===== src/rtl/fetch_stage.sv =====
// fetch_stage: instruction fetch unit with a single outstanding memory request.
// A 4-state FSM (IDLE/REQ/WAIT/HOLD) issues a request for pc_F, waits for the
// response, then holds the fetched instruction until the decode stage takes it.
// Redirects from EX override stalls in every state. A request that was accepted
// before the redirect arrived is tracked with a kill flag, and its response is dropped.
//
// Ports
//   i_clk, i_rst_n              clock, asynchronous active-low reset
//   StallF                      hold the fetched instruction (do not consume it)
//   PCSrcE, pc_target_E         redirect request and target from EX
//   imem_req/addr/ready         request channel (accepted when req & ready)
//   imem_rvalid/rdata           response channel
//   instr, pc, pc_four          fetched instruction and its address, address + 4
//   fetch_valid                 instr/pc/pc_four are meaningful
module fetch_stage #(
  parameter logic [31:0] RESET_PC  = 32'h0000_0000,
  parameter logic [31:0] NOP_INSTR = 32'h0000_0013
) (
  input  logic        i_clk,
  input  logic        i_rst_n,
  input  logic        StallF,
  input  logic        PCSrcE,
  input  logic [31:0] pc_target_E,
  output logic        imem_req,
  output logic [31:0] imem_addr,
  input  logic        imem_ready,
  input  logic        imem_rvalid,
  input  logic [31:0] imem_rdata,
  output logic [31:0] instr,
  output logic [31:0] pc,
  output logic [31:0] pc_four,
  output logic        fetch_valid
);

  typedef enum logic [1:0] {S_IDLE, S_REQ, S_WAIT, S_HOLD} state_t;

  state_t      state_q, state_d;
  logic [31:0] pc_f_q, pc_f_d;
  logic [31:0] req_pc_q, req_pc_d;
  logic        kill_q, kill_d;
  logic [31:0] instr_q, instr_d;
  logic [31:0] pc_q, pc_d;
  logic [31:0] pc_four_q, pc_four_d;
  logic        fetch_valid_q, fetch_valid_d;

  logic [31:0] redirect_pc;
  logic        unused_tgt_lsb;

  // Fetch addresses are always word aligned, so the low target bits are dropped.
  assign redirect_pc    = {pc_target_E[31:2], 2'b00};
  assign unused_tgt_lsb = ^pc_target_E[1:0];

  assign imem_req    = (state_q == S_REQ);
  assign imem_addr   = pc_f_q;
  assign instr       = instr_q;
  assign pc          = pc_q;
  assign pc_four     = pc_four_q;
  assign fetch_valid = fetch_valid_q;

  always_comb begin
    state_d       = state_q;
    pc_f_d        = pc_f_q;
    req_pc_d      = req_pc_q;
    kill_d        = kill_q;
    instr_d       = instr_q;
    pc_d          = pc_q;
    pc_four_d     = pc_four_q;
    fetch_valid_d = fetch_valid_q;

    case (state_q)
      S_IDLE: state_d = S_REQ;
      S_REQ: begin
        if (imem_ready) begin
          req_pc_d = pc_f_q;
          // A redirect on the accept edge makes the in-flight fetch stale.
          kill_d   = PCSrcE;
          state_d  = S_WAIT;
        end
      end
      S_WAIT: begin
        if (imem_rvalid) begin
          if (kill_q || PCSrcE) begin
            kill_d  = 1'b0;
            state_d = S_REQ;
          end else begin
            instr_d       = imem_rdata;
            pc_d          = req_pc_q;
            pc_four_d     = req_pc_q + 32'd4;
            fetch_valid_d = 1'b1;
            pc_f_d        = req_pc_q + 32'd4;
            state_d       = S_HOLD;
          end
        end else if (PCSrcE) begin
          kill_d = 1'b1;
        end
      end
      S_HOLD: begin
        if (PCSrcE || !StallF) begin
          instr_d       = NOP_INSTR;
          pc_d          = 32'd0;
          pc_four_d     = 32'd0;
          fetch_valid_d = 1'b0;
          state_d       = S_REQ;
        end
      end
      default: state_d = S_IDLE;
    endcase

    // A redirect wins over any sequential pc_F update in every state.
    if (PCSrcE) pc_f_d = redirect_pc;
  end

  always_ff @(posedge i_clk or negedge i_rst_n) begin
    if (!i_rst_n) begin
      state_q       <= S_IDLE;
      pc_f_q        <= RESET_PC;
      req_pc_q      <= RESET_PC;
      kill_q        <= 1'b0;
      instr_q       <= NOP_INSTR;
      pc_q          <= 32'd0;
      pc_four_q     <= 32'd0;
      fetch_valid_q <= 1'b0;
    end else begin
      state_q       <= state_d;
      pc_f_q        <= pc_f_d;
      req_pc_q      <= req_pc_d;
      kill_q        <= kill_d;
      instr_q       <= instr_d;
      pc_q          <= pc_d;
      pc_four_q     <= pc_four_d;
      fetch_valid_q <= fetch_valid_d;
    end
  end

endmodule


===== config.mk =====
export PLATFORM = sky130hd
export DESIGN_NAME = fetch_stage
export DESIGN_NICKNAME = d
export VERILOG_FILES = /design/src/rtl/fetch_stage.sv
export SDC_FILE = /design/constraint.sdc
export NUM_CORES = 1
export LEC_CHECK = 0
export ABC_AREA = 1
export ABC_CLOCK_PERIOD_IN_PS = 3500
export BUFFER_PORTS_ARGS = -buffer_cell sky130_fd_sc_hd__buf_2
export CELL_PAD_IN_SITES_DETAIL_PLACEMENT = 0
export CELL_PAD_IN_SITES_GLOBAL_PLACEMENT = 1
export CORE_ASPECT_RATIO = 2
export CORE_UTILIZATION = 38
export DETAILED_ROUTE_END_ITERATION = 16
export PLACE_DENSITY_LB_ADDON = 0.1
export SETUP_SLACK_MARGIN = 0.2
export SYNTH_ARGS = -nofsm -noshare
export SYNTH_HDL_FRONTEND = slang
export SYNTH_SLANG_ARGS = --single-unit

===== constraint.sdc =====
create_clock -name i_clk -period 3.5 [get_ports i_clk]
set_input_delay 0.7 -clock i_clk [delete_from_list [all_inputs] [get_ports i_clk]]
set_output_delay 0.7 -clock i_clk [all_outputs]
set_load 0.01 [all_outputs]

==> flow_metrics.tcl, run 1 <==
set metrics [dict create \
    synth_area_leader_cell "dfrtp_1" \
    leakage_nw 4.91 \
    wl_per_cell_um 15.8 \
    synth-seq-cells 162 \
    synth_area_leaders "dfrtp_1, nand2_1, o21ai_0, inv_1, nand3_1" \
    grt_usage 0.230 \
    io_pins 200 \
    cpMostUsedCell "nand2_1" \
    rsz0062_at_grt "no" \
    cts.path.max_buffers 2 \
    r2r_slack_ns 1.21 \
    nNetsFinal 1158 \
    grt_max_degree 66 \
    drc 0 \
    die_width_um 99.5 \
    antenna_cells 0 \
    die_y_um 197 \
    cp.arrival_ns 2.65 \
    finalHoldViolations 0 \
    path_clk_slew_ns 0.07 \
    grt.overflow.total 0 \
    hp-class "in -> async" \
    syn_inst 890 \
    die_area_sq_um 19600 \
    tns_ns 0 \
    htree_levels 4 \
    ctsResizeCount 0 \
    crit_buf_inv 2 \
    clk_latency_ns 0.42 \
    start_util 0.385 \
    netlist-cell-type-count 27 \
    finClkSkew_ns 0.00745 \
    hold_ws_ns 0.227 \
    hold_buffers 0 \
    synth-seq-area-share 0.562 \
    root_buffer "clkbuf_16" \
    grt_pass1_vias 6233 \
    drtIter0Drc 250 \
    tightest_slew_ns 0.665 \
    period_share 0.654 \
    status "finished clean" \
    place_hpwl_um 15300 \
    place_congestion 0.804 \
    routed_wl_um 21400 \
    critPathKind "reg -> reg" \
    cp_top_family "simple AND/OR/NAND/NOR gates" \
    finalSetupViolCount 0 \
    drv_cap 0 \
    synth_fp_nets 965 \
    fmax_mhz 437 \
    yosysTopAreaCellShare 0.551 \
    drt_first_pass_iters 4 \
    ant_nets 0 \
    core_area_sq_um 18700 \
    rows 71 \
    report.final.slew_viol_count 0 \
    grt_pass1_wl_um 33800 \
    vias 6229 \
    crit_path_max_incr_delay_ns 0.44 \
    drive_gt1_frac 0.237 \
    p_per_area_nw_per_um2 828 \
    vdd_drop_max_v 0.000359 \
    vias_per_cell 4.61 \
    cts_tree "built" \
    maxSlewHeadroom 0.557 \
    end_kind "register" \
    antenna_found_initial 0 \
    io_buffers 197 \
    required_ns 3.86 \
    crit_chain "inv_1 -> ha_1 -> nand3_1 -> o21ai_1 -> nand2_4 -> nor2_4 -> buf_4 -> nand2_1 -> nand2_1" \
    syn-cell-area_sq_um 7220 \
    yosysWarnings 0 \
    area_delta_synth_final_pct 24.8 \
    postCtsSetupBuffers 0 \
    crit_path_max_fanout 45 \
    cts_buffers 17 \
    crit_path_start_kind "register" \
    period_minus_slack_ns 2.29 \
    cp_slowest_cell "buf_4" \
    syn_area_per_cell_sq_um 8.11 \
    cts_sinks 162 \
]
[worst reg2reg max path, stage by stage (launching register included)]
cell,delay [ns]
dfrtp_1,0.43
inv_1,0.08
ha_1,0.26
nand3_1,0.16
o21ai_1,0.16
nand2_4,0.24
nor2_4,0.18
buf_4,0.44
nand2_1,0.18
nand2_1,0.10
[per-layer routing]
layer	vias to the layer above	track usage	part of all wire
met5	-	0	0
met4	0	0.0926	0.024
met3	24	0.0369	0.032
met2	154	0.426	0.55
met1	2933	0.259	0.40
li1	3118	-	-
[cells in the mapped netlist]
cell type,number
o211ai_1,3
inv_2,2
nand4_1,1
dfstp_2,3
nand3_1,33
nor2_4,5
xor2_1,14
clkbuf_1,15
a21o_1,1
nand2_2,2
o22ai_1,3
a21oi_1,4
o21ai_1,1
o21ai_0,85
buf_4,9
clkinv_1,1
nor2_2,4
nand2_1,390
ha_1,5
inv_1,88
xnor2_1,1
dfrtp_1,159
o221ai_1,2
o21bai_1,4
nor2_1,42
buf_2,12
mux2_2,1
[flip-flops by register name, summed over array words and instances, names as in the netlist]
| name | cells |
|---|---|
| state_q | 2 |
| pc | 32 |
| imem_addr | 32 |
| instr | 32 |
| kill_q | 1 |
| req_pc_q | 32 |
| fetch_valid | 1 |
| pc_four | 30 |
[logic make-up (layout without fill, tap and decap cells)]
| family | Yosys count | after routing | share of synthesized area |
|---|---|---|---|
| fa+ha+maj | 5 | 5 | 0.00866 |
| compound gates | 103 | 103 | 0.0757 |
| xor+xnor | 15 | 15 | 0.0182 |
| simple gates | 477 | 477 | 0.261 |
| flops | 162 | 162 | 0.562 |
| buf+inv | 127 | 332 | 0.0728 |
| mux | 1 | 1 | 0.00156 |
[stage by stage]
step / instances / worst slack [ns] / cell area [sq um] / total power [W] / utilization
2_1_floorplan: 890 / 1.88 / 7220 / 0.00463 / -
6_report: 1350 / 1.21 / 9010 / 0.00746 / 0.481
3_3_place_gp: 1319 / 1.04 / 8460 / 0.00575 / 0.452
5_1_grt: 1350 / 0.972 / 9010 / 0.00804 / 0.481
3_5_place_dp: 1319 / 1.02 / 8460 / 0.00578 / 0.452
4_1_cts: 1350 / 1.15 / 9010 / 0.00759 / 0.481
[final timing paths]
kind                                     start        end  depth (start not counted)
worst max-delay path                state_q[0]     pc[11]                          9
worst max register to register      state_q[0]     pc[11]                          9
worst min register to register       instr[15]  instr[15]                          2
min in group i_clk              imem_rdata[12]  instr[12]                          3
max in group asynchronous              i_rst_n   instr[4]                          2
worst min-delay path                   i_rst_n   instr[3]                          1
[where the power goes]
| part | internal, W | switching (W) | total (W) |
|---|---|---|---|
| sequential | 0.00261 | 0.000532 | 0.00314 |
| combinational | 0.000942 | 0.00162 | 0.00256 |
| clock | 0.00101 | 0.000756 | 0.00176 |
| total | 0.00456 | 0.00290 | 0.00746 |
[placed cells by master, fill, tap and decap left out, types with 2 or more instances in the layout]
master and count:
inv_1 88, buf_4 13, o21ai_0 85, nand2_2 3, nor2_2 4, nor2_4 6
a21oi_1 4, clkinv_2 5, ha_1 5, clkbuf_1 2, nand3_1 33, inv_2 2
clkinvlp_4 3, clkbuf_8 2, o221ai_1 2, nor2_1 41, dfstp_2 3, o211ai_1 3
clkbuf_16 17, o22ai_1 3, o21bai_1 4, xor2_1 14, buf_2 196, nand2_1 388
dfrtp_1 159
[area by class of cell]
class	count	area [sq um]
clock buffers	21	460
multi-input cells	601	2660
inverters	91	342
clock inverters	10	86.3
fillers	1969	9730
repair buffers	210	1090
well taps	255	319
flip-flops and latches	162	4060
(Power assumes the default switching activity.)
==> run 2, diff against run 1 <==
--- a/config.mk
+++ b/config.mk
@@ -6,12 +6,12 @@
 export NUM_CORES = 1
 export LEC_CHECK = 0
 export ABC_AREA = 1
-export ABC_CLOCK_PERIOD_IN_PS = 3500
+export ABC_CLOCK_PERIOD_IN_PS = 1850
 export BUFFER_PORTS_ARGS = -buffer_cell sky130_fd_sc_hd__buf_2
 export CELL_PAD_IN_SITES_DETAIL_PLACEMENT = 0
 export CELL_PAD_IN_SITES_GLOBAL_PLACEMENT = 1
 export CORE_ASPECT_RATIO = 2
-export CORE_UTILIZATION = 38
+export CORE_UTILIZATION = 34
 export DETAILED_ROUTE_END_ITERATION = 16
 export PLACE_DENSITY_LB_ADDON = 0.1
 export SETUP_SLACK_MARGIN = 0.2
==> constraint.sdc (replaced) <==
create_clock -name i_clk -period 1.85 [get_ports i_clk]
set_input_delay 0.37 -clock i_clk [delete_from_list [all_inputs] [get_ports i_clk]]
set_output_delay 0.37 -clock i_clk [all_outputs]
set_load 0.01 [all_outputs]
==> flow_metrics.tcl, run 2 (same netlist as run 1, synthesis figures left out) <==
set metrics [dict create \
    status "finished clean" \
    p_comb_frac 0.425 \
    place_ws_ns 0.00543 \
    drtIter0Drc 288 \
    crit_path_max_fanout 5 \
    r2r-start "state_q[0]" \
    required_ns 2.22 \
    use_met2 0.416 \
    layout_commonest_cell "nand2_1" \
    cp.arrival_ns 2.09 \
    critPathKind "reg -> reg" \
    tightest_slew_ns 0.482 \
    die_width_um 105 \
    leakage_nw 5.64 \
    holdPathStages 3 \
    drc 0 \
    grt-busiest-layer "met2" \
    ant_nets 0 \
    fin_ws_ns 0.131 \
    r2r_slack_ns 0.13 \
    hold_ws_ns 0.134 \
    io_pins 200 \
    root_buffer "clkbuf_16" \
    r2r-end "pc[7]" \
    rows 75 \
    wl_per_cell_um 17.7 \
    routed_wl_um 25200 \
    io_buffers 197 \
    period_minus_slack_ns 1.72 \
    antenna_cells 0 \
    final_cell_mix "nand2_1, buf_2, dfrtp_1" \
    finalSetupViolCount 0 \
    hold_path_startpoint "imem_rdata[10]" \
    intPower_w 0.0102 \
    report.final.slew_viol_count 0 \
    place_hpwl_um 15900 \
    grt_pass1_vias 6631 \
    finClkSkew_ns 0.0111 \
    grt_usage 0.225 \
    whs_endpoint "instr[10]" \
    post-place-cells 1359 \
    layout.cells.non_filler 1429 \
    seqPwrFrac 0.357 \
    area_delta_synth_final_pct 45.7 \
    core_area_sq_um 20900 \
    fill_cells 2142 \
    cts_sinks 162 \
    tns_ns 0 \
    r2r_cells 12 \
    p_per_area_nw_per_um2 1580 \
    p_total_w 0.0166 \
    rsz0062_at_grt "yes" \
    vias_per_cell 4.62 \
    cts_buffers 17 \
    clkPwrFrac 0.218 \
    grt.overflow.total 0 \
    cts_tree "built" \
    fmax_mhz 582 \
    place_congestion 0.763 \
    vias 6602 \
    vdd_drop_max_v 0.000891 \
    grt_max_degree 37 \
    htree_levels 4 \
    use_met1 0.250 \
    period_share 0.929 \
    drt_first_pass_iters 4 \
    end_kind "register" \
    crit_path_start_kind "register" \
    drv_cap 0 \
    cts.path.max_buffers 2 \
    path_clk_slew_ns 0.07 \
    die_y_um 208 \
    p_sw_frac 0.389 \
    start_util 0.345 \
    grt_pass1_wl_um 36700 \
    clk_latency_ns 0.43 \
    switchingPower_w 0.00646 \
    hp-class "in -> reg" \
    die_area_sq_um 21900 \
    antenna_found_initial 0 \
    finalHoldViolations 0 \
    drive_gt1_frac 0.361 \
    maxSlewHeadroom 0.679 \
    nNetsFinal 1222 \
    grt_util_met3 0.0348 \
]
==> run 2: changes by cell type in the layout (fill, tap and decap cells not counted), sizes merged <==
| cell | change |
|---|---|
| inv | +2 |
| dlygate4sd3 | +1 |
| clkbuf | +9 |
| bufinv | +1 |
| clkinv | -3 |
| buf | +55 |
==> run 2: how the worst max path moves through the flow <==
| stage | depth (start not counted) | start | to |
|---|---|---|---|
| 2_1_floorplan | 11 | state_q[0] | pc_four[28] |
| 3_3_place_gp | 9 | state_q[0] | pc_four[29] |
| 3_5_place_dp | 9 | state_q[0] | pc[31] |
| 4_1_cts | 12 | state_q[0] | pc_four[20] |
| 5_1_grt | 11 | state_q[0] | pc_four[21] |
| 6_report | 12 | state_q[0] | pc[7] |
==> run 2: area by class of cell <==
cell class,instances,area [sq um],area share
clock buffers,22,474,0.0451
clock inverters,10,126,0.0120
inverters,91,349,0.0332
multi-input cells,601,3080,0.293
flip-flops and latches,162,4060,0.386
well taps,269,337,0.0320
repair buffers,274,2090,0.199
==> run 2: timing repair <==
item | 4_1_cts | 5_1_grt
setup endpoints to repair | 111 | 119
buffers inserted | 17 | 4
hold buffers | 1 | 0
pin swaps | 5 | 44
resized for setup | 51 | 122
cloned | 6 | 10
endpoints found under the hold margin | 24 | 0
==> run 2: routing by layer <==
metal  up-vias  part of all wire
li1       3255                 -
met1      3138              0.38
met2       174              0.55
met3        35             0.036
met4         0             0.031
met5         -                 0
==> run 2: per-stage QoR <==
| stage | util | instance area, sq um |
|---|---|---|
| global route | 0.503 | 10500 |
| CTS | 0.473 | 9890 |
| global placement | 0.421 | 8800 |
| finish | 0.503 | 10500 |
| floorplan | - | 7220 |
| detailed placement | 0.421 | 8800 |
==> run 2: power groups by stage <==
stage | registers [W] | clock network, W | logic [W]
2_1_floorplan | 0.00632 | 0 | 0.00244
6_report | 0.00593 | 0.00363 | 0.00706
5_1_grt | 0.00609 | 0.00383 | 0.00778
4_1_cts | 0.00590 | 0.00372 | 0.00626
3_5_place_dp | 0.00593 | 0 | 0.00540
3_3_place_gp | 0.00590 | 0 | 0.00537
==> run 2: critical path, cell delays in order (launching register included) <==
cell       delay [ns]
dfrtp_1          0.41
buf_6            0.13
ha_4             0.16
nand3_2          0.08
nand2_2          0.08
inv_4            0.07
nand2_4          0.06
nor2_4           0.12
buf_8            0.14
buf_6            0.12
clkbuf_16        0.15
nand2_2          0.07
nand2_1          0.06
